File: src/rtl/wb_lsu_master.sv
// wb_lsu_master: single-outstanding load/store unit driving a Wishbone classic master port.
// Optional ack timeout is enabled by defining WB_LSU_TIMEOUT_EN.
`default_nettype none

module wb_lsu_master #(
  parameter int ADDR_WIDTH     = 32,
  parameter int TIMEOUT_CYCLES = 255
) (
  input  logic                  clk_i,
  input  logic                  rst_i,
  input  logic                  req_valid_i,
  output logic                  req_ready_o,
  input  logic                  req_we_i,
  input  logic [ADDR_WIDTH-1:0] req_addr_i,
  input  logic [1:0]            req_size_i,
  input  logic                  req_unsigned_i,
  input  logic [31:0]           req_wdata_i,
  output logic                  rsp_valid_o,
  output logic [31:0]           rsp_rdata_o,
  output logic                  rsp_err_o,
  output logic                  wb_cyc_o,
  output logic                  wb_stb_o,
  output logic                  wb_we_o,
  output logic [ADDR_WIDTH-1:0] wb_adr_o,
  output logic [31:0]           wb_dat_o,
  output logic [3:0]            wb_sel_o,
  input  logic [31:0]           wb_dat_i,
  input  logic                  wb_ack_i,
  input  logic                  wb_err_i
);

  localparam logic [1:0] S_IDLE = 2'd0;
  localparam logic [1:0] S_BUS  = 2'd1;
  localparam logic [1:0] S_RESP = 2'd2;

  localparam logic [1:0] SZ_BYTE = 2'b00;
  localparam logic [1:0] SZ_HALF = 2'b01;
  localparam logic [1:0] SZ_WORD = 2'b10;

  logic [1:0]            r_state;
  logic [1:0]            w_next;
  logic                  r_we;
  logic [ADDR_WIDTH-1:0] r_addr;
  logic [1:0]            r_size;
  logic                  r_unsigned;
  logic [31:0]           r_wdata;
  logic                  r_err;
  logic [31:0]           r_rdata;
  logic                  w_misaligned;
  logic                  w_timeout;
  logic [31:0]           w_load_ext;

  always_comb begin
    w_misaligned = 1'b0;
    case (req_size_i)
      SZ_BYTE: w_misaligned = 1'b0;
      SZ_HALF: w_misaligned = req_addr_i[0];
      SZ_WORD: w_misaligned = (req_addr_i[1:0] != 2'b00);
      default: w_misaligned = 1'b1;
    endcase
  end

`ifdef WB_LSU_TIMEOUT_EN
  localparam int TW = (TIMEOUT_CYCLES < 2) ? 1 : $clog2(TIMEOUT_CYCLES + 1);
  logic [TW-1:0] r_tcnt;

  // Counter reads 0 in the first BUS cycle, so the drop lands after exactly TIMEOUT_CYCLES BUS cycles.
  always_ff @(posedge clk_i) begin
    if (rst_i || r_state != S_BUS) r_tcnt <= '0;
    else                           r_tcnt <= r_tcnt + 1'b1;
  end

  assign w_timeout = (r_state == S_BUS) && (r_tcnt == TW'(TIMEOUT_CYCLES - 1));
`else
  assign w_timeout = 1'b0;
`endif

  // Lane select and sign/zero extension of the returning load data.
  always_comb begin
    logic [7:0]  w_b;
    logic [15:0] w_h;
    w_b = 8'h00;
    w_h = 16'h0000;
    w_load_ext = 32'h0;
    case (r_addr[1:0])
      2'd0:    w_b = wb_dat_i[7:0];
      2'd1:    w_b = wb_dat_i[15:8];
      2'd2:    w_b = wb_dat_i[23:16];
      default: w_b = wb_dat_i[31:24];
    endcase
    w_h = r_addr[1] ? wb_dat_i[31:16] : wb_dat_i[15:0];
    case (r_size)
      SZ_BYTE: w_load_ext = {{24{~r_unsigned & w_b[7]}}, w_b};
      SZ_HALF: w_load_ext = {{16{~r_unsigned & w_h[15]}}, w_h};
      default: w_load_ext = wb_dat_i;
    endcase
  end

  always_ff @(posedge clk_i) begin
    if (rst_i) r_state <= S_IDLE;
    else       r_state <= w_next;
  end

  always_comb begin
    w_next = r_state;
    case (r_state)
      S_IDLE: if (req_valid_i) w_next = w_misaligned ? S_RESP : S_BUS;
      S_BUS:  if (wb_ack_i || wb_err_i || w_timeout) w_next = S_RESP;
      S_RESP: w_next = S_IDLE;
      default: w_next = S_IDLE;
    endcase
  end

  always_ff @(posedge clk_i) begin
    if (rst_i) begin
      r_we       <= 1'b0;
      r_addr     <= '0;
      r_size     <= 2'b00;
      r_unsigned <= 1'b0;
      r_wdata    <= 32'h0;
      r_err      <= 1'b0;
      r_rdata    <= 32'h0;
    end else begin
      case (r_state)
        S_IDLE: begin
          if (req_valid_i) begin
            r_we       <= req_we_i;
            r_addr     <= req_addr_i;
            r_size     <= req_size_i;
            r_unsigned <= req_unsigned_i;
            r_wdata    <= req_wdata_i;
            r_err      <= w_misaligned;
            r_rdata    <= 32'h0;
          end
        end
        S_BUS: begin
          if (wb_err_i) begin
            r_err   <= 1'b1;
            r_rdata <= 32'h0;
          end else if (wb_ack_i) begin
            r_err   <= 1'b0;
            r_rdata <= r_we ? 32'h0 : w_load_ext;
          end else if (w_timeout) begin
            r_err   <= 1'b1;
            r_rdata <= 32'h0;
          end
        end
        default: ;
      endcase
    end
  end

  // Bus outputs are qualified by BUS so they read 0 in every other state.
  always_comb begin
    req_ready_o = (r_state == S_IDLE);
    rsp_valid_o = 1'b0;
    rsp_err_o   = 1'b0;
    rsp_rdata_o = 32'h0;
    wb_cyc_o    = 1'b0;
    wb_stb_o    = 1'b0;
    wb_we_o     = 1'b0;
    wb_adr_o    = '0;
    wb_dat_o    = 32'h0;
    wb_sel_o    = 4'b0000;
    if (r_state == S_RESP) begin
      rsp_valid_o = 1'b1;
      rsp_err_o   = r_err;
      rsp_rdata_o = r_rdata;
    end
    if (r_state == S_BUS) begin
      wb_cyc_o = 1'b1;
      wb_stb_o = 1'b1;
      wb_we_o  = r_we;
      wb_adr_o = {r_addr[ADDR_WIDTH-1:2], 2'b00};
      case (r_size)
        SZ_BYTE: begin
          wb_sel_o = 4'b0001 << r_addr[1:0];
          wb_dat_o = {4{r_wdata[7:0]}};
        end
        SZ_HALF: begin
          wb_sel_o = r_addr[1] ? 4'b1100 : 4'b0011;
          wb_dat_o = {2{r_wdata[15:0]}};
        end
        default: begin
          wb_sel_o = 4'b1111;
          wb_dat_o = r_wdata;
        end
      endcase
    end
  end

endmodule

`default_nettype wire

File: config.mk
export PLATFORM = sky130hd
export DESIGN_NAME = wb_lsu_master
export DESIGN_NICKNAME = d
export VERILOG_FILES = /design/src/rtl/wb_lsu_master.sv
export SDC_FILE = /design/constraint.sdc
export NUM_CORES = 1
export LEC_CHECK = 0
export ABC_AREA = 1
export CAP_MARGIN = 20
export CELL_PAD_IN_SITES_DETAIL_PLACEMENT = 1
export CELL_PAD_IN_SITES_GLOBAL_PLACEMENT = 1
export CORE_MARGIN = 4
export CORE_UTILIZATION = 27
export DETAILED_ROUTE_END_ITERATION = 12
export MAX_ROUTING_LAYER = met4
export PLACE_DENSITY = 0.77
export RECOVER_POWER = 50
export SLEW_MARGIN = 10
export SYNTH_ARGS = -nofsm -noshare
export SYNTH_HDL_FRONTEND = slang
export SYNTH_SLANG_ARGS = --single-unit
File: constraint.sdc
create_clock -name clk_i -period 1.4 [get_ports clk_i]
set_clock_uncertainty 0.1 [all_clocks]
set_input_delay 0.14 -clock clk_i [delete_from_list [all_inputs] [get_ports clk_i]]
set_output_delay 0.14 -clock clk_i [all_outputs]
set_load 0.05 [all_outputs]
* After elaboration in Yosys (flattened, before gate mapping) *
Cells that the tools add are included.

cells by class
  add/subtract/negate cells = 0
  multipliers = 0
  div/mod/pow operators = 0
  $lt $le $gt $ge = 0
  equal/unequal tests = 10
  shifts and indexed selects = 1
  mux-type cells = 28
  bitwise gates (word level) = 3
  reductions and logical operators = 10

operators with widths
  cell                   number
  $mux W32               7
  $pmux W32 S2           3
  $pmux W8 S3            1
  $mux W16               1
  $eq A2 B1 Y1 const B   4
  $logic_not A2 Y1       4
  $mux W4                2
  $pmux W4 S2            1
  $mux W1                7
  $eq A2 B2 Y1 const B   3
  $mux W2                3
  $ne A2 B2 Y1 const B   2
  $pmux W2 S2            1
  $reduce_and A2 Y1      2
  $reduce_bool A2 Y1     2
  $shl A1 B2 Y4 const A  1
  $ne A3 B3 Y1 const B   1
  $pmux W1 S3            1
  $reduce_and A3 Y1      1
  $and A1 B1 Y1          2
  $pmux W1 S2            1
  $logic_or A1 B1 Y1     1
  $not A1 Y1             1

storage, ports and cells
  flip-flop bits (word level) = 103
  bits in latches = 0
  RAM bits = 0
  ROM bits = 0
  input bits = 105
  output and inout port bits = 106
  logic and storage cells = 60
  memories = 0

* Logic depth before layout (Yosys ltp) *
  depth after elaboration = 8
  gate-level depth with buffers = 10
  depth with buffers taken out = 9

* Least setup slack after synthesis *
OpenSTA, ideal clock, no wires.

  path type = register to output
  start point = reg r_state[1]
  end point = out rsp_rdata_o[10]
  arrival time = 2,232 ps
  data required time = 1,160 ps
  setup slack = -1,072 ps
  cell stages (with the launch flop) = 6
  path buffers = 1
  path through = dfxtp_1 inv_2 nor2_1 inv_1 buf_1 nor2_1

between the ends
  longest elaborated chain between the ends = 2

ends and longest elaborated chain
  element                 line  source
  start, declared         40    logic [1:0] r_state;
  start signal, assigned  101   else r_state <= w_next;
  $eq A2 B2 Y1            165   if (r_state == S_RESP) begin
  $mux W32                165
  end, declared           19    output logic [31:0] rsp_rdata_o,

No other way between the ends.

* Final worst setup path *
  start point = reg r_state[1]
  end point = out wb_sel_o[3]

between the ends
  longest elaborated chain between the ends = 2

ends and longest elaborated chain
  element        line  source
  $eq A2 B1 Y1   170   if (r_state == S_BUS) begin
  $mux W4        170
  end, declared  26    output logic [3:0] wb_sel_o,

No other way between the ends.

==> results.sh <==
export IMPL_dieWidth_um=147
export IMPL_drive_gt1_frac=0.580
export IMPL_yosysWarnings=0
export IMPL_routedWlPerCell_um=33.7
export IMPL_num_vias=8050
export IMPL_drt_pre_antenna_iters=5
export IMPL_synthFlopType="dfxtp_1"
export IMPL_antenna_found_initial=2
export IMPL_crit_type="reg2out"
export IMPL_syn_to_final_growth_pct=151
export IMPL_endpoint_kind="output pin"
export IMPL_max_slew_margin_rel=0.666
export IMPL_finalHoldWorstSlack_ns=0.265
export IMPL_port_buffers=208
export IMPL_max_freq_mhz=484
export IMPL_min_path_cells=3
export IMPL_setup_tns_ns=-101.21
export IMPL_rows=50
export IMPL_min_period_ns=2.06
export IMPL_power_total_w=0.0108
export IMPL_routed_wl_um=46300
export IMPL_async_flop_share=0
export IMPL_initial_utilization=0.278
export IMPL_instances_no_fill=1376
export IMPL_slew_viol_final=0
export IMPL_cts_buffers=9
export IMPL_setup_violations=207
export IMPL_critPathLaunchType="flip-flop"
export IMPL_status="finished with violations"
export IMPL_cts_sinks=103
export IMPL_ioPinCount=211
export IMPL_rsz0062_at_grt="true"
export IMPL_postSynthCellCount=802
export IMPL_p_leak_nw=4.86
export IMPL_r2r_setup_slack_ns=-0.61
export IMPL_overflow=0
export IMPL_clock_latency_ns=0.40
export IMPL_cts_root_buf="clkbuf_16"
export IMPL_setup_ws_ns=-0.665
export IMPL_clockPowerShare=0.264
export IMPL_yosys_area_top_type="dfxtp_1"
export IMPL_hold_path_startpoint="req_wdata_i[22]"
export IMPL_grt_pass1_wl_um=46700
export IMPL_synth_most_common_cell="nor2_1"
export IMPL_violations="negative setup slack"
export IMPL_coreArea_um2=18900
export IMPL_power_internal_w=0.00646
export IMPL_fillers=1848
export IMPL_first_global_vias=7886
export IMPL_synth_edf_count=0
export IMPL_grt_use_total=0.286
export IMPL_grt_start_max_net_pins=38
export IMPL_hold_class="in2reg"
export IMPL_drt_iter0_drc=685
export IMPL_switchingPower_w=0.00432
export IMPL_syn_avg_cell_area_um2=6.54
export IMPL_synth_seq_cells=103
export IMPL_pwr_density_cell_nw_per_um2=819
export IMPL_die_y_um=147
export IMPL_required_ns=1.16
export IMPL_cp_arrival_ns=1.82
export IMPL_cp_max_fo=8
export IMPL_routed_via_density=5.85
export IMPL_yosysSeqAreaShare=0.393
export IMPL_netlist_area_leader_share=0.393
export IMPL_vdd_drop_max_uv=890
export IMPL_synth_cell_area_um2=5250
export IMPL_rr_startpoint="r_state[0]"
export IMPL_pwr_share_comb=0.427
export IMPL_hold_end="r_wdata[22]"
export IMPL_fin_nets=1214
export IMPL_dieArea_um2=21700
export IMPL_cap_violations=0
export IMPL_hpwlAfterDp_um=17100
export IMPL_netlist_cell_type_count=30
export IMPL_htreeDepth=3
export IMPL_switching_share=0.400
export IMPL_ant_nets=0
export IMPL_path_clk_slew_ns=0.10
export IMPL_reg2reg_depth=8
export IMPL_hold_viol=0
export IMPL_ctsLongestPathBuffers=2
export IMPL_seqPwrFrac=0.309
export IMPL_drc=0
export IMPL_synth_area_leaders="dfxtp_1 (39%), nor2_1 (13%), nand2_1 (11%)"
export IMPL_period_share=1.47
export IMPL_worst_r2r_endpoint="r_addr[26]"
export IMPL_cts_tree="done"
export IMPL_tightest_slew_ns=0.500
export IMPL_synth_top_cells_by_count="nor2_1 (178), nand2_1 (158), dfxtp_1 (103)"
export IMPL_place_inst=1282
export IMPL_place_congestion=0.901
## critical path: stages, from the launching register on
cell and delay, ns:
dfxtp_4 0.39, inv_4 0.12, nand2_8 0.09, clkinv_8 0.09
buf_12 0.14, buf_12 0.11, o21ai_4 0.07, a21oi_4 0.22
buf_12 0.18
## sequential cells by signal, summed over array words and instances, names as in the netlist
name,flops
r_state,2
r_size,2
r_err,1
r_wdata,32
r_addr,32
r_rdata,32
r_we,1
r_unsigned,1
## metrics by stage
step	utilization	worst slack, ns	area, µm²
final	0.697	-0.665	13200
after global routing	0.697	-0.646	13200
after CTS	0.625	-0.437	11800
after detailed placement	0.516	-0.327	9750
after global placement	0.516	-0.256	9750
after floorplan	-	-0.192	6100
## cells by family (layout without fill, tap and decap cells)
kind of cell / Yosys count / count (layout) / synth area share
buffers and inverters: 156 / 466 / 0.130
DFF: 103 / 103 / 0.393
and+or+nand+nor: 368 / 368 / 0.282
other: 1 / 5 / 0.000714
AOI/OAI and AO/OA: 174 / 174 / 0.195
## power by group through the flow
stage          registers [W]  clock network (W)  logic [W]
2_1_floorplan        0.00325                  0    0.00148
3_3_place_gp         0.00327                  0    0.00252
3_5_place_dp         0.00328                  0    0.00257
4_1_cts              0.00324            0.00264    0.00346
5_1_grt              0.00332            0.00291    0.00467
6_report             0.00333            0.00285    0.00460
## layout by cell type, fill, tap and decap left out, types with 6 or more instances in the layout
| master | instances |
|---|---|
| buf_8 | 7 |
| dfxtp_1 | 98 |
| a21oi_1 | 9 |
| a21oi_2 | 63 |
| nand2_2 | 27 |
| clkbuf_16 | 18 |
| o21ai_2 | 7 |
| a21oi_4 | 12 |
| buf_16 | 18 |
| nand2_1 | 95 |
| nor2_1 | 33 |
| nor2_2 | 18 |
| nand2_4 | 38 |
| o22ai_4 | 6 |
| o21ai_0 | 16 |
| nand3_1 | 13 |
| clkdlybuf4s50_1 | 103 |
| nand3_2 | 7 |
| buf_12 | 131 |
| nor2_4 | 130 |
| inv_1 | 91 |
| a211oi_2 | 36 |
| a211oi_4 | 6 |
| buf_4 | 44 |
| o21ai_4 | 11 |
| buf_6 | 34 |
## per-layer routing
| metal | wire [µm] | GRT usage | up-vias | part of all wire |
|---|---|---|---|---|
| li1 | - | - | 3150 | - |
| met1 | 16200 | 0.302 | 3990 | 0.35 |
| met2 | 22300 | 0.515 | 649 | 0.48 |
| met3 | 4240 | 0.0754 | 261 | 0.091 |
| met4 | 3650 | 0.103 | 0 | 0.079 |
| met5 | 0 | - | - | 0 |
## layout make-up
cell class / instances / area (µm²) / share of cell area
flip-flops and latches: 103 / 2080 / 0.158
repair inverters: 2 / 20.0 / 0.00152
well taps: 260 / 325 / 0.0247
repair buffers: 346 / 5180 / 0.393
diodes: 3 / 7.51 / 0.000570
inverters: 103 / 462 / 0.0351
multi-input cells: 544 / 4800 / 0.365
clock buffers: 11 / 264 / 0.0201
clock inverters: 4 / 33.8 / 0.00257
## worst max-delay path by stage
stage            startpoint              end  slack (ns)  depth (start not counted)
2_1_floorplan    r_state[1]     wb_dat_o[22]       -0.19                          7
3_3_place_gp   wb_dat_i[15]      r_rdata[10]       -0.26                         10
3_5_place_dp   wb_dat_i[15]      r_rdata[25]       -0.33                          7
4_1_cts          r_state[1]  rsp_rdata_o[21]       -0.44                          7
5_1_grt          r_state[1]      wb_sel_o[3]       -0.65                          8
6_report         r_state[1]      wb_sel_o[3]       -0.66                          8
## what timing repair did
item | 4_1_cts | 5_1_grt
pin swaps | 38 | 67
gates resized for setup | 245 | 247
endpoints found under the setup margin | 152 | 207
buffers inserted | 25 | 26
endpoints found under the hold margin | 6 | 0
gates cloned | 19 | 13
hold buffers | 1 | 0
(Power assumes the default switching activity.)
